## src/rtl/mem_bus_ctrl_pkg.sv

```systemverilog
// Shared types and constants for the MEM-stage data-bus controller.
package mem_bus_ctrl_pkg;

    typedef enum logic [1:0] {
        MEM_BUS_IDLE,
        MEM_BUS_REQ,
        MEM_BUS_WAIT,
        MEM_BUS_DONE
    } mem_bus_state_e;

    localparam logic [3:0] SZ_B = 4'b0001;
    localparam logic [3:0] SZ_H = 4'b0010;
    localparam logic [3:0] SZ_W = 4'b0100;
    localparam logic [3:0] SZ_D = 4'b1000;

    localparam logic [6:0] OPC_LOAD  = 7'b0000011;
    localparam logic [6:0] OPC_STORE = 7'b0100011;

    // Unshifted byte-lane pattern for an access size; an empty mask selects no lanes.
    function automatic logic [7:0] size_strb(input logic [3:0] mask);
        case (mask)
            SZ_D:    return 8'hFF;
            SZ_W:    return 8'h0F;
            SZ_H:    return 8'h03;
            SZ_B:    return 8'h01;
            default: return 8'h00;
        endcase
    endfunction

    function automatic logic misaligned(input logic [2:0] offset, input logic [3:0] mask);
        case (mask)
            SZ_D:    return offset != 3'd0;
            SZ_W:    return offset[1:0] != 2'd0;
            SZ_H:    return offset[0];
            default: return 1'b0;
        endcase
    endfunction

endpackage

```

## src/rtl/mem_lane_align.sv

```systemverilog
// Byte-lane alignment: store data/strobes shifted up to the bus lanes, load data shifted down and masked to size.
module mem_lane_align
    import mem_bus_ctrl_pkg::*;
(
    input  logic [2:0]  offset,
    input  logic [3:0]  mask,
    input  logic [63:0] wdata,
    input  logic [63:0] rdata,
    output logic [7:0]  wstrb,
    output logic [63:0] wdata_lane,
    output logic [63:0] rdata_right
);

    logic [7:0]  base;
    logic [63:0] size_bits;

    // Shifting within fixed widths drops lanes past the 8-byte word, which truncates boundary-crossing accesses.
    always_comb begin
        base       = size_strb(mask);
        wstrb      = base << offset;
        wdata_lane = wdata << {offset, 3'b000};
        size_bits  = '0;
        for (int i = 0; i < 8; i++) begin
            size_bits[i*8 +: 8] = {8{base[i]}};
        end
        rdata_right = (rdata >> {offset, 3'b000}) & size_bits;
    end

endmodule

```

## src/rtl/mem_bus_ctrl.sv

```systemverilog
// MEM-stage load/store to valid/ready data-bus controller; stalls the pipe while an access is in flight.
// Optional MEM_MISALIGN_TRAP_EN: misaligned accesses skip the bus and pulse MisalignOut.
module mem_bus_ctrl
    import mem_bus_ctrl_pkg::*;
#(
    parameter int ADDR_W       = 64,
    parameter int DATA_W       = 64,
    parameter int RESP_TIMEOUT = 255
) (
    input  logic              clk,
    input  logic              rst_n,
    input  logic              IsLoadIn,
    input  logic              IsStoreIn,
    input  logic [ADDR_W-1:0] RaddrIn,
    input  logic [ADDR_W-1:0] WaddrIn,
    input  logic [DATA_W-1:0] WdataIn,
    input  logic [3:0]        WmaskIn,
    input  logic              PipeHoldIn,
    output logic              StallOut,
    output logic [DATA_W-1:0] LoadDataOut,
    output logic              BusErrOut,
    output logic              BusReqValid,
    input  logic              BusReqReady,
    output logic              BusReqWe,
    output logic [ADDR_W-1:0] BusReqAddr,
    output logic [DATA_W-1:0] BusReqWdata,
    output logic [7:0]        BusReqWstrb,
    input  logic              BusRespValid,
    input  logic [DATA_W-1:0] BusRespData,
    input  logic              BusRespErr
`ifdef MEM_MISALIGN_TRAP_EN
    ,
    output logic              MisalignOut
`endif
);

    localparam int TW = $clog2(RESP_TIMEOUT + 1);

    mem_bus_state_e    state_q, state_d;
    logic [ADDR_W-1:0] addr_q;
    logic [DATA_W-1:0] wdata_q;
    logic [3:0]        mask_q;
    logic              we_q;
    logic [DATA_W-1:0] ldata_q;
    logic              err_q;
    logic              trap_q;
    logic [TW-1:0]     timer_q;

    logic              req_new, new_we, take_resp, timeout, trap, req_active;
    logic [ADDR_W-1:0] new_addr;
    logic [7:0]        lane_strb;
    logic [DATA_W-1:0] lane_wdata, lane_rdata;

    // Both opcode flags together decode as a load.
    assign req_new    = IsLoadIn || IsStoreIn;
    assign new_we     = IsStoreIn && !IsLoadIn;
    assign new_addr   = new_we ? WaddrIn : RaddrIn;
    assign req_active = (state_q == MEM_BUS_REQ);

    mem_lane_align u_align (
        .offset      (addr_q[2:0]),
        .mask        (mask_q),
        .wdata       (wdata_q),
        .rdata       (BusRespData),
        .wstrb       (lane_strb),
        .wdata_lane  (lane_wdata),
        .rdata_right (lane_rdata)
    );

    always_comb begin
        state_d   = state_q;
        take_resp = 1'b0;
        timeout   = 1'b0;
        trap      = 1'b0;
        StallOut  = 1'b0;
        unique case (state_q)
            MEM_BUS_IDLE: begin
                StallOut = req_new;
                if (req_new) begin
`ifdef MEM_MISALIGN_TRAP_EN
                    trap = misaligned(new_addr[2:0], WmaskIn);
`endif
                    state_d = trap ? MEM_BUS_DONE : MEM_BUS_REQ;
                end
            end
            MEM_BUS_REQ: begin
                StallOut = 1'b1;
                if (BusReqReady) begin
                    take_resp = BusRespValid;
                    state_d   = BusRespValid ? MEM_BUS_DONE : MEM_BUS_WAIT;
                end
            end
            MEM_BUS_WAIT: begin
                StallOut = 1'b1;
                if (BusRespValid) begin
                    take_resp = 1'b1;
                    state_d   = MEM_BUS_DONE;
                end else if (timer_q == TW'(RESP_TIMEOUT - 1)) begin
                    timeout = 1'b1;
                    state_d = MEM_BUS_DONE;
                end
            end
            MEM_BUS_DONE: begin
                if (!PipeHoldIn) state_d = MEM_BUS_IDLE;
            end
            default: state_d = MEM_BUS_IDLE;
        endcase
    end

    always_ff @(posedge clk or negedge rst_n) begin
        if (!rst_n) begin
            state_q <= MEM_BUS_IDLE;
            addr_q  <= '0;
            wdata_q <= '0;
            mask_q  <= '0;
            we_q    <= 1'b0;
            ldata_q <= '0;
            err_q   <= 1'b0;
            trap_q  <= 1'b0;
            timer_q <= '0;
        end else begin
            state_q <= state_d;
            err_q   <= 1'b0;
            trap_q  <= 1'b0;
            if (state_q == MEM_BUS_IDLE && req_new) begin
                addr_q  <= new_addr;
                wdata_q <= WdataIn;
                mask_q  <= WmaskIn;
                we_q    <= new_we;
                if (trap) begin
                    ldata_q <= '0;
                    trap_q  <= 1'b1;
                end
            end
            if (req_active) timer_q <= '0;
            else if (state_q == MEM_BUS_WAIT) timer_q <= timer_q + 1'b1;
            // Stores keep the previously returned load data; only their error bit matters.
            if (take_resp) begin
                if (!we_q) ldata_q <= lane_rdata;
                err_q <= BusRespErr;
            end
            if (timeout) begin
                ldata_q <= '0;
                err_q   <= 1'b1;
            end
        end
    end

    assign BusReqValid = req_active;
    assign BusReqWe    = req_active && we_q;
    assign BusReqAddr  = req_active ? {addr_q[ADDR_W-1:3], 3'b000} : '0;
    assign BusReqWdata = (req_active && we_q) ? lane_wdata : '0;
    assign BusReqWstrb = (req_active && we_q) ? lane_strb : 8'h00;
    assign LoadDataOut = ldata_q;
    assign BusErrOut   = err_q;
`ifdef MEM_MISALIGN_TRAP_EN
    assign MisalignOut = trap_q;
`else
    logic unused_trap;
    assign unused_trap = trap_q;
`endif

endmodule

```

## config.mk

```make
export PLATFORM = sky130hd
export DESIGN_NAME = mem_bus_ctrl
export DESIGN_NICKNAME = d
export VERILOG_FILES = /design/src/rtl/mem_bus_ctrl_pkg.sv /design/src/rtl/mem_lane_align.sv /design/src/rtl/mem_bus_ctrl.sv
export SDC_FILE = /design/constraint.sdc
export NUM_CORES = 1
export LEC_CHECK = 0
export CAP_MARGIN = 20
export CORE_AREA = 2 2 185 187
export DETAILED_ROUTE_END_ITERATION = 8
export DIE_AREA = 0 0 187 189
export GPL_TIMING_DRIVEN = 1
export MAX_ROUTING_LAYER = met4
export PLACE_DENSITY = 0.77
export SLEW_MARGIN = 20
export SYNTH_ARGS = -nofsm -noshare
export SYNTH_HDL_FRONTEND = slang
export SYNTH_SLANG_ARGS = --single-unit
```

## constraint.sdc

```tcl
create_clock -name clk -period 2.5 [get_ports clk]
set_input_delay 0.5 -clock clk [delete_from_list [all_inputs] [get_ports clk]]
set_output_delay 0.5 -clock clk [all_outputs]
set_load 0.01 [all_outputs]
```

Yosys cells after proc, flatten, opt, wreduce, memory -nomap -nowiden
Cells that the tools add are included.

word-level totals
  output and inout port bits = 204
  register bits = 208

operators by class
  eq/ne operators = 13
  add/sub/neg operators = 1
  shifts and indexed selects = 3
  bitwise operators = 1
  reductions and logical operators = 11
  muxes and demuxes = 26

operators by type and width
  cell                                                                   number
  64-bit two-way mux                                                     6
  64-bit AND                                                             1
  64-bit by 6-bit left shift with 64-bit output                          1
  64-bit by 6-bit >> shifter with 64-bit output                          1
  8-bit one-hot mux with 4 select lines                                  1
  8-bit two-way mux                                                      3
  2-bit two-way mux                                                      5
  8-bit by 1-bit adder with 8-bit output, second input constant          1
  8-bit equality test, second input constant                             1
  1-bit two-way mux                                                      8
  2-bit one-hot mux with 4 select lines                                  1
  8-bit by 3-bit left shift with 8-bit output                            1
  2-bit inequality test, second input constant                           3
  2-bit equality test, second input constant                             2
  4-bit by 1-bit equality test with 1-bit output, second input constant  1
  4-bit by 2-bit equality test with 1-bit output, second input constant  1
  4-bit by 3-bit equality test with 1-bit output, second input constant  1
  4-bit equality test, second input constant                             1
  1-bit one-hot mux with 2 select lines                                  2
  4-bit AND reduction                                                    1
  2-bit nonzero test                                                     2
  1-bit logical AND                                                      3
  3-bit inequality test, second input constant                           1
  2-bit by 1-bit equality test with 1-bit output, second input constant  1
  other kinds (6)                                                        6

Logic depth before layout (Yosys ltp)
Gate-level depths: netlist of the first run.

  word-level depth = 6
  depth in mapped cells = 8
  depth with buffers taken out = 6

Cells and area by module
A second synthesis of the first run with hierarchy kept.

second synthesis, totals
  cells, all modules = 1402
  area total of the unflattened synthesis = 13550.5 µm²

by module, submodules not included
  module          area an instance (µm²)  instances  seq. area each (µm²)  cells each
  mem_bus_ctrl    9429.0                  1          5205.0                800
  mem_lane_align  4121.5                  1          0.0                   602

Least setup slack after synthesis of the first run
No wires, ideal clock.

  path type = register -> output
  start = reg state_q[1]
  end = out BusReqWstrb[4]
  data required time = 2000 ps
  stages on the path, launching flop included = 8
  buffers on the path = 1
  slack = 137 ps
  arrival = 1863 ps
  path through = dfrtp_1 inv_1 ha_1 clkbuf_1 nand3_1 nor3_2 inv_1 o22ai_1

on the way
  longest elaborated chain between the ends = 3

ends and longest elaborated chain
  what                                            RTL line             source
  from (decl)                                     mem_bus_ctrl.sv:39   mem_bus_state_e state_q, state_d;
  from (signal assigned)                          mem_bus_ctrl.sv:122  state_q <= state_d;
  2-bit by 1-bit equality test with 1-bit output  mem_bus_ctrl.sv:58   assign req_active = (state_q == MEM_BUS_REQ);
  net BusReqValid                                 mem_bus_ctrl.sv:22   output logic BusReqValid,
  1-bit logical AND                               mem_bus_ctrl.sv:153  assign BusReqWstrb = (req_active && we_q) ? lane_strb : 8'h00;
  8-bit two-way mux                               mem_bus_ctrl.sv:153
  to (decl)                                       mem_bus_ctrl.sv:27   output logic [7:0] BusReqWstrb,

The timed path passes the listed nets, and every way through them passes these cells.

Worst setup path after layout of the first run
  start = reg addr_q[1]
  end = out BusReqWdata[51]

on the way
  longest elaborated chain between the ends = 2

ends and longest elaborated chain
  what                                           RTL line              source
  from (decl)                                    mem_bus_ctrl.sv:40    logic [ADDR_W-1:0] addr_q;
  from (signal assigned)                         mem_bus_ctrl.sv:126   addr_q <= new_addr;
  64-bit by 6-bit left shift with 64-bit output  mem_lane_align.sv:21  wdata_lane = wdata << {offset, 3'b000};
  64-bit two-way mux                             mem_bus_ctrl.sv:152   assign BusReqWdata = (req_active && we_q) ? lane_wdata : '0;
  to (decl)                                      mem_bus_ctrl.sv:26    output logic [DATA_W-1:0] BusReqWdata,

Every way passes these cells.

==> results.sh, run 1 <==
export IMPL_synth_area_leaders="dfrtp_1 (42%), mux2i_1 (12%), mux2_2 (11%)"
export IMPL_min_path_cells=2
export IMPL_r2r_start="addr_q[1]"
export IMPL_postSynthAreaPerCell_sq_um=10.4
export IMPL_multi_input_area_sq_um=7420
export IMPL_grt_pass1_vias=12900
export IMPL_start_util_pct=37.2
export IMPL_synth_top_area_share_pct=42.1
export IMPL_worst_slew_pin_slew_ns=0.929
export IMPL_wl_per_cell_um=24.6
export IMPL_hold_viol_final=0
export IMPL_r2r_setup_slack_ns=0.08
export IMPL_ys_seq_area_share_pct=42.1
export IMPL_ys_types=58
export IMPL_clock_tree_root_cell="clkbuf_16"
export IMPL_ys_warn_count=0
export IMPL_setup_viol=55
export IMPL_pre_cts_ws_ns=-0.239
export IMPL_grt_antenna_before_repair=10
export IMPL_num_vias=12600
export IMPL_drive_gt1_share_pct=33.4
export IMPL_status="finished with violations"
export IMPL_final_antenna_net_count=0
export IMPL_core_sq_um=33300
export IMPL_drtIter0Drc=881
export IMPL_worst_clock_skew_ns=0.0216
export IMPL_hold_path_endpoint="addr_q[17]"
export IMPL_max_freq_ghz=0.354
export IMPL_die_h_um=189
export IMPL_p_leak_uw=0.00898
export IMPL_cts_num_sinks=208
export IMPL_synth_area_leader_cell="dfrtp_1"
export IMPL_power_density_nw_per_um2=1230
export IMPL_wirelength_um=55900
export IMPL_synthTopCellsByCount="dfrtp_1 (208), mux2i_1 (146), mux2_2 (117), nand2_1 (101), o21ai_0 (76)"
export IMPL_maxCapViolations=0
export IMPL_clkLatencyLatePin_ns=0.53
export IMPL_drv_slew=0
export IMPL_peakVddDrop_mv=0.565
export IMPL_hpwl_um=40600
export IMPL_die_w_um=187
export IMPL_cts_tree="yes"
export IMPL_synth_most_common_cell="dfrtp_1"
export IMPL_place_area_sq_um=18500
export IMPL_port_buffers=468
export IMPL_rsz0062_at_grt="yes"
export IMPL_holdCritStartpoint="addr_q[17]"
export IMPL_switchingPower_uw=10300
export IMPL_cp_required_ns=2.00
export IMPL_synth_cells=1188
export IMPL_rows=67
export IMPL_grt_pass1_wl_um=80700
export IMPL_setup_ws_ns=-0.328
export IMPL_gp_congestion=0.961
export IMPL_grt_use_total_pct=30.8
export IMPL_grt_max_degree=197
export IMPL_ys_async_sr_fraction_pct=100
export IMPL_regArea_sq_um=5220
export IMPL_p_int_uw=15300
export IMPL_power_share_clock_pct=14.6
export IMPL_globalRouteOverflowTotal=0
export IMPL_route_detailed_drc=0
export IMPL_hold_path_class="flop to flop"
export IMPL_area_growth_pct=68.3
export IMPL_ys_flop_type="dfrtp_1"
export IMPL_h_tree_depth=1
export IMPL_syn_cell_area_sq_um=12400
export IMPL_cp_max_fo=12
export IMPL_synth_edf_count=0
export IMPL_period_needed_ns=2.83
export IMPL_finalCritPeriodShare_pct=113
export IMPL_seqPwrFrac_pct=24.5
export IMPL_synth_seq_cells=208
export IMPL_die_area_sq_um=35300
export IMPL_path_clk_slew_ns=0.06
export IMPL_vias_per_cell=5.57
export IMPL_fin_area_sq_um=20800
export IMPL_nFillCells=2668
export IMPL_fin_nets=2074
export IMPL_ios=472
export IMPL_worstSetupPathType="flop to primary output"
export IMPL_r2r_end="LoadDataOut[13]"
export IMPL_crit_path_end_kind="primary output"
export IMPL_slew_headroom_pct=38.1
export IMPL_p_comb_share_pct=60.9
export IMPL_cts_buffer_depth=3
export IMPL_violations="negative setup slack"
export IMPL_worst_r2r_cell_count=6
export IMPL_swShare_pct=40.2
export IMPL_crit_path_start_kind="flop"
export IMPL_firstDrtPassIters=7
export IMPL_cts_inserted_buffers=24
export IMPL_worstPathArrival_ns=2.33
kinds of logic after synthesis:
kind of cell	synth area share, %
xor gates and xnor gates	0.354
buffers and inverters	4.07
adders and majority gates	0.810
DFF	42.1
muxes	25.4
AOI/OAI and AO/OA	15.7
other	0.0303
and+or+nand+nor	11.5
registers in the layout, summed over array words and instances (netlist names):
signal,cells
BusErrOut,1
LoadDataOut,64
addr_q,64
mask_q,4
state_q,2
timer_q,8
wdata_q,64
we_q,1
per-layer routing:
metal | share of wire (%) | global-route usage (%) | up-vias
li1 | - | - | 5599
met1 | 37 | 34.7 | 6161
met2 | 51 | 54.5 | 712
met3 | 7.6 | 5.97 | 153
met4 | 4.4 | 11.5 | 0
met5 | 0 | - | -
stage by stage:
step / utilization [%] / TNS (ns) / instances / total power [uW] / hold WS [ns]
finish: 62.6 / -7.84 / 2267 / 25500 / 0.473
global route: 62.6 / -12.08 / 2267 / 26800 / 0.493
CTS: 60.7 / -9.99 / 2236 / 24000 / 0.476
detailed placement: 55.7 / -1.71 / 2156 / 18800 / 0.463
global placement: 55.7 / -1.36 / 2156 / 18500 / 0.453
floorplan: - / 0 / 1190 / 12800 / 0.204
layout make-up:
| type | count | share of cell area [%] |
|---|---|---|
| multi-input combinational | 867 | 35.7 |
| clock buffer | 34 | 3.41 |
| clock inverter | 8 | 0.571 |
| tap | 448 | 2.69 |
| inverter | 10 | 0.204 |
| sequential | 208 | 25.1 |
| antenna | 5 | 0.0601 |
| timing repair buffer | 687 | 32.3 |
power by group through the flow:
| stage | clock network, uW | registers, uW | logic, uW |
|---|---|---|---|
| floorplan | 0 | 5690 | 7160 |
| global placement | 0 | 6010 | 12500 |
| CTS | 3790 | 6130 | 14000 |
| global route | 3920 | 6410 | 16500 |
| detailed placement | 0 | 6040 | 12700 |
| finish | 3730 | 6260 | 15500 |
timing repair:
action	CTS	global route
setup endpoints to repair	135	96
pin swaps	33	50
hold endpoints to repair	52	0
hold buffers	1	0
gates cloned	7	0
gates resized for setup	480	219
setup buffers	31	32
worst max-delay path, cell delays in order, from the launching register on:
cell	delay, ns
dfrtp_4	0.57
inv_2	0.12
buf_12	0.15
nand2_1	0.07
mux4_2	0.51
nor2_2	0.12
clkdlybuf4s15_2	0.24
worst max path at each step:
stage                           from              end  slack (ns)  cells past startpoint
after detailed placement   mask_q[0]   BusReqWstrb[0]       -0.24                      6
final                      addr_q[1]  BusReqWdata[51]       -0.33                      6
after CTS                  addr_q[0]   BusReqWstrb[5]       -0.31                      6
after global placement     mask_q[0]   BusReqWstrb[0]       -0.25                      6
after floorplan           state_q[1]   BusReqWstrb[4]        0.14                      7
after global routing       addr_q[1]  BusReqWdata[55]       -0.39                      6
cells in the final DEF (no fill, tap or decap), types with 6 or more instances in the layout:
cell type	netlist	final
a221oi_1	8	8
mux2i_4	0	11
mux2_2	117	113
dlygate4sd2_1	0	22
o22ai_1	23	22
nand2_1	101	91
buf_6	1	64
clkdlybuf4s15_1	0	27
buf_4	4	145
o2bb2ai_1	36	35
ha_1	8	6
mux2i_2	0	11
and3_4	0	6
o21ai_0	76	68
o211ai_1	14	14
clkbuf_2	0	14
nor2_2	0	10
a31oi_1	8	8
buf_8	0	8
mux4_2	16	16
o21ai_2	0	6
clkdlybuf4s50_1	0	331
mux2i_1	146	124
nand2_2	0	6
nor2_4	0	19
dfrtp_1	208	200
dfrtp_2	0	6
a21oi_2	0	7
clkbuf_16	0	25
a21oi_1	32	24
buf_2	39	40
o221ai_1	9	9
and2_1	65	64
nand3_1	13	11
a2bb2oi_1	15	10
a22o_1	39	39
buf_12	0	27
nor2_1	74	45
Note: power is estimated with default switching activity, not from simulation.
==> inputs of run 2 (changes only) <==
--- a/config.mk
+++ b/config.mk
@@ -12,6 +12,7 @@
 export GPL_TIMING_DRIVEN = 1
 export MAX_ROUTING_LAYER = met4
 export PLACE_DENSITY = 0.77
+export SKIP_LAST_GASP = 1
 export SLEW_MARGIN = 20
 export SYNTH_ARGS = -nofsm -noshare
 export SYNTH_HDL_FRONTEND = slang
==> run 2 against run 1 <==
The flow still finishes with violations (negative setup slack). Clock skew rose by 0.0028 ns. Wire length up 1.1%. Cell area grew 0.44%. Register-to-register slack got worse by 0.02 ns. Hold slack got worse by 0.0023 ns. Flip-flop and latch count did not move. Global-route usage is essentially flat. Combinational power about the same. Core utilization rose by 0.27 points. Cell count up 0.31%. Largest cell class unchanged.
==> results.sh, run 2 (synthesis results as in run 1) <==
export IMPL_start_util_pct=37.2
export IMPL_grt_pass1_wl_um=80700
export IMPL_r2r_setup_slack_ns=0.06
export IMPL_h_tree_depth=1
export IMPL_num_vias=12700
export IMPL_cp_required_ns=2.00
export IMPL_switchingPower_uw=10400
export IMPL_power_density_nw_per_um2=1230
export IMPL_cts_tree="yes"
export IMPL_crit_path_start_kind="flop"
export IMPL_ios=472
export IMPL_seqPwrFrac_pct=24.2
export IMPL_worst_slew_pin_slew_ns=0.921
export IMPL_hold_ws_ns=0.471
export IMPL_die_w_um=187
export IMPL_dp_cells=2156
export IMPL_clock_tree_root_cell="clkbuf_16"
export IMPL_route_detailed_drc=0
export IMPL_max_freq_ghz=0.355
export IMPL_die_area_sq_um=35300
export IMPL_peakVddDrop_mv=0.568
export IMPL_cts_inserted_buffers=24
export IMPL_firstDrtPassIters=5
export IMPL_grt_max_degree=197
export IMPL_final_antenna_net_count=0
export IMPL_finalCritPeriodShare_pct=113
export IMPL_power_share_clock_pct=14.5
export IMPL_gp_congestion=0.961
export IMPL_rows=67
export IMPL_p_leak_uw=0.00908
export IMPL_drtIter0Drc=764
export IMPL_cp_max_fo=8
export IMPL_maxCapViolations=0
export IMPL_globalRouteOverflowTotal=0
export IMPL_status="finished with violations"
export IMPL_cts_num_sinks=208
export IMPL_setup_ws_ns=-0.318
export IMPL_hpwl_um=40600
export IMPL_wl_per_cell_um=24.8
export IMPL_rsz0062_at_grt="yes"
export IMPL_swShare_pct=40.2
export IMPL_finish_utilization_pct=62.8
export IMPL_worstSetupPathType="flop to primary output"
export IMPL_mostFrequentLayoutCell="clkdlybuf4s50_1"
export IMPL_clkLatencyLatePin_ns=0.53
export IMPL_pre_cts_ws_ns=-0.239
export IMPL_worst_clock_skew_ns=0.0244
export IMPL_slew_headroom_pct=38.6
export IMPL_drv_slew=0
export IMPL_layout_common_cells="clkdlybuf4s50_1 (331), dfrtp_1 (200), buf_4 (158), mux2i_1 (127), mux2_2 (115)"
export IMPL_vias_per_cell=5.58
export IMPL_p_comb_share_pct=61.4
export IMPL_final_cell_count_no_fill=2274
export IMPL_fin_nets=2081
export IMPL_grt_use_total_pct=30.9
export IMPL_cts_buffer_depth=3
export IMPL_setup_tns_ns=-9.70
export IMPL_grt_antenna_before_repair=10
export IMPL_crit_path_end_kind="primary output"
export IMPL_wirelength_um=56500
export IMPL_grt_pass1_vias=12900
export IMPL_die_h_um=189
export IMPL_drive_gt1_share_pct=33.5
export IMPL_port_buffers=468
export IMPL_violations="negative setup slack"
export IMPL_hold_path_class="flop to flop"
export IMPL_path_clk_slew_ns=0.06
export IMPL_period_needed_ns=2.82
export IMPL_core_sq_um=33300
export IMPL_hold_viol_final=0
export IMPL_p_int_uw=15400
export IMPL_setup_viol=63
export IMPL_area_growth_pct=69.1
export IMPL_worstPathArrival_ns=2.32
## run 2: final timing paths
| kind | startpoint | end | cells past startpoint |
|---|---|---|---|
| worst min-delay path | addr_q[59] | addr_q[59] | 2 |
| worst min register to register | addr_q[59] | addr_q[59] | 2 |
| max in group asynchronous | rst_n | LoadDataOut[13] | 3 |
| worst max-delay path | addr_q[1] | BusReqWdata[52] | 7 |
| min in group asynchronous | rst_n | LoadDataOut[23] | 2 |
| worst max register to register | addr_q[1] | LoadDataOut[13] | 7 |
## run 2: area by class of cell
cell class | count | area, sq um
Sequential cell | 208 | 5220
Timing Repair Buffer | 694 | 6820
Clock buffer | 34 | 709
Antenna cell | 5 | 12.5
Clock inverter | 8 | 119
Fill cell | 2631 | 12400
Inverter | 10 | 45.0
Multi-Input combinational cell | 867 | 7430
Tap cell | 448 | 561
## run 2: worst max-delay path, stage by stage, from the launching register on
cell and delay, ns:
dfrtp_4 0.50, buf_12 0.16, buf_12 0.14, buf_6 0.11
mux2i_2 0.15, mux4_2 0.48, nor2_2 0.11, buf_2 0.14
## run 2: metal layers
metal | wire (um) | up-vias | global-route usage (%) | part of all wire, %
met5 | 0 | - | - | 0
met4 | 2650 | 0 | 11.5 | 4.7
met3 | 4400 | 173 | 6.02 | 7.8
met2 | 28700 | 715 | 54.5 | 51
met1 | 20800 | 6178 | 34.7 | 37
li1 | - | 5617 | - | -
## run 2: power by group through the flow
stage                     logic (uW)  registers [uW]  clock network, uW
final                          15800            6220               3720
after global routing           16700            6370               3910
after CTS                      14000            6120               3790
after detailed placement       12700            6040                  0
after global placement         12500            6010                  0
after floorplan                 7160            5690                  0
## run 2: through the flow
step                area (sq um)  power, uW
floorplan                  12400      12800
global placement           18500      18500
detailed placement         18500      18800
CTS                        20200      23900
global route               20900      27000
finish                     20900      25700
## run 2: repair_timing
| action | CTS | global route |
|---|---|---|
| endpoints found under the setup margin | 135 | 117 |
| setup buffers | 31 | 33 |
| pin swaps | 33 | 50 |
| cloned | 7 | 3 |
| resized for setup | 439 | 217 |
| hold endpoints to repair | 52 | 0 |
| hold buffers | 1 | 0 |
==> inputs of run 3 (changes only) <==
--- a/config.mk
+++ b/config.mk
@@ -10,6 +10,7 @@
 export DETAILED_ROUTE_END_ITERATION = 8
 export DIE_AREA = 0 0 187 189
 export GPL_TIMING_DRIVEN = 1
+export HOLD_SLACK_MARGIN = 0.06
 export MAX_ROUTING_LAYER = met4
 export PLACE_DENSITY = 0.77
 export SKIP_LAST_GASP = 1
==> results of run 3 <==
The final DEF is identical to that of run 2; final timing and power are the same.
